File: config.mk
export PLATFORM = sky130hd
export DESIGN_NAME = mem_access_unit
export DESIGN_NICKNAME = d
export VERILOG_FILES = /design/src/rtl/mem_access_unit.sv
export SDC_FILE = /design/constraint.sdc
export NUM_CORES = 1
export LEC_CHECK = 0
export CORE_UTILIZATION = 40
export DETAILED_ROUTE_END_ITERATION = 6
export PLACE_DENSITY = 0.73
export SLEW_MARGIN = 10
export SYNTH_ARGS = -nofsm -noshare
export SYNTH_HDL_FRONTEND = slang
export SYNTH_SLANG_ARGS = --single-unit
File: constraint.sdc
create_clock -name CLK -period 3.02 [get_ports CLK]
set_clock_uncertainty 0.05 [all_clocks]
set_input_delay 0.453 -clock CLK [delete_from_list [all_inputs] [get_ports CLK]]
set_output_delay 0.453 -clock CLK [all_outputs]
set_load 0.05 [all_outputs]
File: src/rtl/mem_access_unit.sv
// Load/store unit between the EX/MEM register and the data memory: decodes
// the access, places store lanes, handshakes with the memory and extends load
// data. It stalls the pipeline while an access is in flight and gives up after
// TIMEOUT_CYCLES cycles without an acknowledge.
module mem_access_unit #(
   parameter int unsigned TIMEOUT_CYCLES = 255
) (
   input  logic        CLK,
   input  logic        RESET,
   input  logic [3:0]  MEM_READ,
   input  logic [3:0]  MEM_WRITE,
   input  logic [31:0] ADDRESS,
   input  logic [31:0] WRITE_DATA,
   output logic [31:0] DATA_READED,
   output logic        BUSY_WAIT,
   output logic        ACCESS_FAULT,
   output logic        MEM_READ_REQ,
   output logic        MEM_WRITE_REQ,
   output logic [29:0] MEM_WORD_ADDR,
   output logic [31:0] MEM_WDATA,
   output logic [3:0]  MEM_BYTE_EN,
   input  logic [31:0] MEM_RDATA,
   input  logic        MEM_ACK
);

   localparam int unsigned CNT_W = 8;
   localparam logic [CNT_W-1:0] CNT_LAST = CNT_W'(TIMEOUT_CYCLES - 1);

   typedef enum logic [1:0] {
      IDLE   = 2'd0,
      ACCESS = 2'd1,
      DONE   = 2'd2
   } state_t;

   state_t           state;
   state_t           state_next;
   logic [CNT_W-1:0] cnt;
   logic             timeout_q;
   logic [2:0]       f3_q;
   logic [1:0]       off_q;

   logic             rd_en;
   logic             wr_en;
   logic             rd_ok;
   logic             wr_ok;
   logic             any_en;
   logic             req_valid;
   logic [3:0]       be_c;
   logic [31:0]      wdata_c;
   logic [7:0]       byte_sel;
   logic [15:0]      half_sel;
   logic [31:0]      load_c;
   logic             acc_ack_c;
   logic             acc_tmo_c;

   // Request decode: one enable, legal funct3, natural alignment
   always_comb begin
      rd_en = MEM_READ[3];
      wr_en = MEM_WRITE[3];
      rd_ok = 1'b0;
      wr_ok = 1'b0;
      case (MEM_READ[2:0])
         3'b000, 3'b100: rd_ok = 1'b1;
         3'b001, 3'b101: rd_ok = ~ADDRESS[0];
         3'b010:         rd_ok = (ADDRESS[1:0] == 2'b00);
         default:        rd_ok = 1'b0;
      endcase
      case (MEM_WRITE[2:0])
         3'b000:  wr_ok = 1'b1;
         3'b001:  wr_ok = ~ADDRESS[0];
         3'b010:  wr_ok = (ADDRESS[1:0] == 2'b00);
         default: wr_ok = 1'b0;
      endcase
      any_en    = rd_en | wr_en;
      req_valid = (rd_en ^ wr_en) & (rd_en ? rd_ok : wr_ok);
   end

   // Store lane placement: replicate the datum across the word, enable its lanes
   always_comb begin
      be_c    = 4'b0000;
      wdata_c = 32'h0;
      case (MEM_WRITE[2:0])
         3'b000: begin
            be_c    = 4'b0001 << ADDRESS[1:0];
            wdata_c = {4{WRITE_DATA[7:0]}};
         end
         3'b001: begin
            be_c    = ADDRESS[1] ? 4'b1100 : 4'b0011;
            wdata_c = {2{WRITE_DATA[15:0]}};
         end
         3'b010: begin
            be_c    = 4'b1111;
            wdata_c = WRITE_DATA;
         end
         default: begin
            be_c    = 4'b0000;
            wdata_c = 32'h0;
         end
      endcase
   end

   // Load lane selection and extension from the latched offset/funct3
   always_comb begin
      byte_sel = MEM_RDATA[{off_q, 3'b000} +: 8];
      half_sel = off_q[1] ? MEM_RDATA[31:16] : MEM_RDATA[15:0];
      case (f3_q)
         3'b000:  load_c = {{24{byte_sel[7]}}, byte_sel};
         3'b001:  load_c = {{16{half_sel[15]}}, half_sel};
         3'b100:  load_c = {24'h0, byte_sel};
         3'b101:  load_c = {16'h0, half_sel};
         default: load_c = MEM_RDATA;
      endcase
   end

   // Completion conditions; an acknowledge wins over a simultaneous timeout
   always_comb begin
      acc_ack_c = (state == ACCESS) & MEM_ACK;
      acc_tmo_c = (state == ACCESS) & ~MEM_ACK & (cnt == CNT_LAST);
   end

   // FSM state register
   always_ff @(posedge CLK) begin
      if (RESET) state <= IDLE;
      else       state <= state_next;
   end

   // FSM next-state logic
   always_comb begin
      state_next = state;
      case (state)
         IDLE:    if (req_valid) state_next = ACCESS;
         ACCESS:  if (acc_ack_c || acc_tmo_c) state_next = DONE;
         DONE:    state_next = IDLE;
         default: state_next = IDLE;
      endcase
   end

   // FSM outputs: stall and fault flags, both silenced during reset
   always_comb begin
      BUSY_WAIT    = 1'b0;
      ACCESS_FAULT = 1'b0;
      if (!RESET) begin
         case (state)
            IDLE: begin
               BUSY_WAIT    = req_valid;
               ACCESS_FAULT = any_en & ~req_valid;
            end
            ACCESS:  BUSY_WAIT = 1'b1;
            DONE:    ACCESS_FAULT = timeout_q;
            default: BUSY_WAIT = 1'b0;
         endcase
      end
   end

   // Request registers, timeout counter and load result
   always_ff @(posedge CLK) begin
      if (RESET) begin
         DATA_READED   <= 32'h0;
         MEM_READ_REQ  <= 1'b0;
         MEM_WRITE_REQ <= 1'b0;
         MEM_WORD_ADDR <= 30'h0;
         MEM_WDATA     <= 32'h0;
         MEM_BYTE_EN   <= 4'b0000;
         cnt           <= '0;
         timeout_q     <= 1'b0;
         f3_q          <= 3'b000;
         off_q         <= 2'b00;
      end else begin
         case (state)
            IDLE: begin
               timeout_q <= 1'b0;
               if (req_valid) begin
                  MEM_READ_REQ  <= rd_en;
                  MEM_WRITE_REQ <= wr_en;
                  MEM_WORD_ADDR <= ADDRESS[31:2];
                  MEM_WDATA     <= wr_en ? wdata_c : 32'h0;
                  MEM_BYTE_EN   <= wr_en ? be_c : 4'b0000;
                  f3_q          <= MEM_READ[2:0];
                  off_q         <= ADDRESS[1:0];
                  cnt           <= '0;
               end
            end
            ACCESS: begin
               if (acc_ack_c) begin
                  MEM_READ_REQ  <= 1'b0;
                  MEM_WRITE_REQ <= 1'b0;
                  cnt           <= '0;
                  if (MEM_READ_REQ) DATA_READED <= load_c;
               end else if (acc_tmo_c) begin
                  MEM_READ_REQ  <= 1'b0;
                  MEM_WRITE_REQ <= 1'b0;
                  cnt           <= '0;
                  DATA_READED   <= 32'h0;
                  timeout_q     <= 1'b1;
               end else begin
                  cnt <= cnt + CNT_W'(1);
               end
            end
            DONE:    timeout_q <= 1'b0;
            default: timeout_q <= 1'b0;
         endcase
      end
   end

endmodule

==> flow_summary_export.csv <==
group,metric,value,unit
global_route,met2_usage,0.417,
global_route,grt_max_degree,64,
power_and_ir_drop,pwr-share-clk,0.448,
timing,rsz0062_at_grt,"no",
yosys,synthArstFlopShare,0,
die,die_w,116,um
yosys,yosysTopAreaCellShare,0.444,
timing,setup_violations,0,
cells_and_area,drive_gt1_frac,0.0657,
critical_path,start_kind,"input pin",
die,initial_utilization,0.413,
cells_and_area,area_growth,53.2,%
global_route,grt_use_met1,0.282,
cells_and_area,antenna_cells,0,
timing,holdWs,0.402,ns
job,drv_cap,0,
critical_path,worstPathArrival,2.26,ns
cells_and_area,layout.nets,966,
cells_and_area,regArea,2320,um2
cts,cts.clk_slew.worst_paths,0.05,ns
yosys,synth_area_leaders,"dfxtp_1 (44%), a21oi_1 (12%), nand2_1 (11%)",
critical_path,worstSetupPathType,"in2out",
cts,cts_resized,0,
drt,drt-vias-per-instance,5.46,
timing,final.setup.tns,0,ns
yosys,yosys_warnings,0,
place,place_hpwl,12.6,mm
timing,slew_headroom,0.555,
place,port_buffers,208,
yosys,ys_seq_area_frac,0.444,
cts,cts_inserted_buffers,17,
die,core,12700,um2
cts,clock_latency,0.41,ns
timing,period_share,0.914,
cells_and_area,multi_input_area,2640,um2
power_and_ir_drop,power.share.sequential,0.379,
yosys,synthCells,663,
die,die_height,116,um
global_route,busiest_layer,"met2",
timing,hold_viol_final,0,
power_and_ir_drop,p_switching,0.00115,W
power_and_ir_drop,irDropWorstVdd,0.352,mV
yosys,yosysMostFrequentCell,"nand2_1",
timing,max_freq,362,MHz
cts,h-tree-depth,4,
yosys,ys_top_cells_by_count,"nand2_1 (147), a21oi_1 (130), dfxtp_1 (116)",
yosys,synth_edf_count,0,
timing,slew_violations,0,
cells_and_area,final_cell_area,8010,um2
cells_and_area,instances_no_fill,1039,
power_and_ir_drop,internal_power,0.00309,W
place,dp_cells,1009,
worst_hold_path,hp-class,"reg2reg",
yosys,synth_area_per_cell,7.89,um2
power_and_ir_drop,power,0.00424,W
die,num_rows,41,
yosys,synth_seq_cells,116,
cts,ctsLongestPathBuffers,2,
yosys,synth_nets,773,
cells_and_area,fillCellCount,1113,
place,gp_congestion,0.851,
timing,tightest_slew,0.668,ns
cts,cts_root_buffer,"clkbuf_16",
global_route,grt_pass1_wl,26.3,mm
timing,period_needed,2.76,ns
cts,clock_sinks,116,
global_route,grt_pass1_vias,5422,
outcome,status,"finished, final reports clean",
drt,drc,0,
drt,drt_wl_total,17.3,mm
drt,ant_nets,0,
power_and_ir_drop,p_comb_frac,0.173,
cts,cts_setup_buffers,0,
cts,tritoncts,"done",
critical_path,worstPathRequired,2.52,ns
power_and_ir_drop,swShare,0.271,
drt,drtPass1Iterations,5,
die,fp.dieArea,13500,um2
global_route,use_met3,0.108,
place,place_area,7460,um2
drt,avgRoutedWirePerCell,16.6,um
drt,vias,5675,
global_route,track_usage,0.254,
yosys,synth.distinct_cells,51,
power_and_ir_drop,p_per_area,530,nW/um2
cts,hold_buffers,0,
power_and_ir_drop,leakage,2.69,nW
die,num_io_pins,209,
critical_path,end_kind,"primary output",
drt,drt_iter0_markers,563,
yosys,synth_ff_type,"dfxtp_1",
critical_path,cp_max_fo,6,
global_route,antenna_found_initial,0,
yosys,netlist_area,5230,um2
yosys,yosysTopAreaCell,"dfxtp_1",
global_route,overflow,0,
[layer usage]
layer  up-vias  part of all wire
li1       2748                 -
met1      2607              0.39
met2       274              0.47
met3        46              0.10
met4         0             0.033
met5         -                 0
[registers in the layout, indices dropped and copies added, names as in the netlist]
name           cells
f3_q               3
MEM_WDATA         32
off_q              2
MEM_BYTE_EN        4
MEM_READ_REQ       1
cnt                8
DATA_READED       32
timeout_q          1
MEM_WRITE_REQ      1
state              2
MEM_WORD_ADDR     30
[stage by stage]
step / util / setup slack (ns)
6_report: 0.632 / 0.259
5_1_grt: 0.632 / 0.153
4_1_cts: 0.632 / 0.268
3_5_place_dp: 0.588 / 0.273
3_3_place_gp: 0.588 / 0.326
2_1_floorplan: - / 0.435
[area by class of cell]
cell class                      instances  share of cell area
Tap cell                              172              0.0269
Clock buffer                           19              0.0553
Multi-Input combinational cell        489               0.330
Clock inverter                         11              0.0141
Timing Repair Buffer                  224               0.280
Sequential cell                       116               0.290
Inverter                                8             0.00375
[power groups by stage]
stage                     combinational [W]  clock [W]  sequential, W
after global routing               0.000780    0.00201        0.00161
after CTS                          0.000733    0.00192        0.00161
after floorplan                    0.000287          0        0.00176
final                              0.000735    0.00190        0.00161
after global placement             0.000717          0        0.00164
after detailed placement           0.000729          0        0.00164
[critical path, cell delays in order]
cell and delay [ns]:
clkdlybuf4s50_1 0.60, nor4_1 0.10, o31a_2 0.38, and2_1 0.18, o31ai_1 0.19, and2_1 0.20, buf_12 0.14
[cells in the final DEF (no fill, tap or decap), types with 4 or more instances in the layout]
master / n
inv_1: 7
a22o_1: 9
and2_1: 4
clkdlybuf4s50_1: 205
a31oi_1: 8
o211ai_1: 18
nor2_1: 15
a2bb2oi_1: 7
a21oi_1: 130
clkinv_2: 6
buf_4: 15
o2111ai_1: 8
nand2b_1: 5
mux2i_1: 7
nor3_1: 13
nor2b_1: 11
dfxtp_1: 116
o21ai_0: 21
nand2_1: 147
buf_12: 4
nand3_1: 30
o22ai_1: 8
or3_1: 11
clkbuf_16: 17
[worst paths after layout]
check,startpoint,endpoint,slack (ns),depth (start not counted)
setup / recovery,ADDRESS[1],ACCESS_FAULT,0.26,7
hold / removal,DATA_READED[0]$_SDFFE_PP0P_,DATA_READED[0]$_SDFFE_PP0P_,0.40,2
setup reg to reg,cnt[1]$_SDFFE_PP0P_,DATA_READED[6]$_SDFFE_PP0P_,0.92,7
hold reg to reg,DATA_READED[0]$_SDFFE_PP0P_,DATA_READED[0]$_SDFFE_PP0P_,0.40,2
[cell families after synthesis]
family | share of synthesized area
AND/OR/NAND/NOR | 0.211
multiplexers | 0.0199
flip-flops | 0.444
adder cells (fa/ha/maj) | 0.00718
AO/OA/AOI/OAI | 0.267
buffers and inverters | 0.0505
No activity file was read; power rests on OpenSTA's default activity.
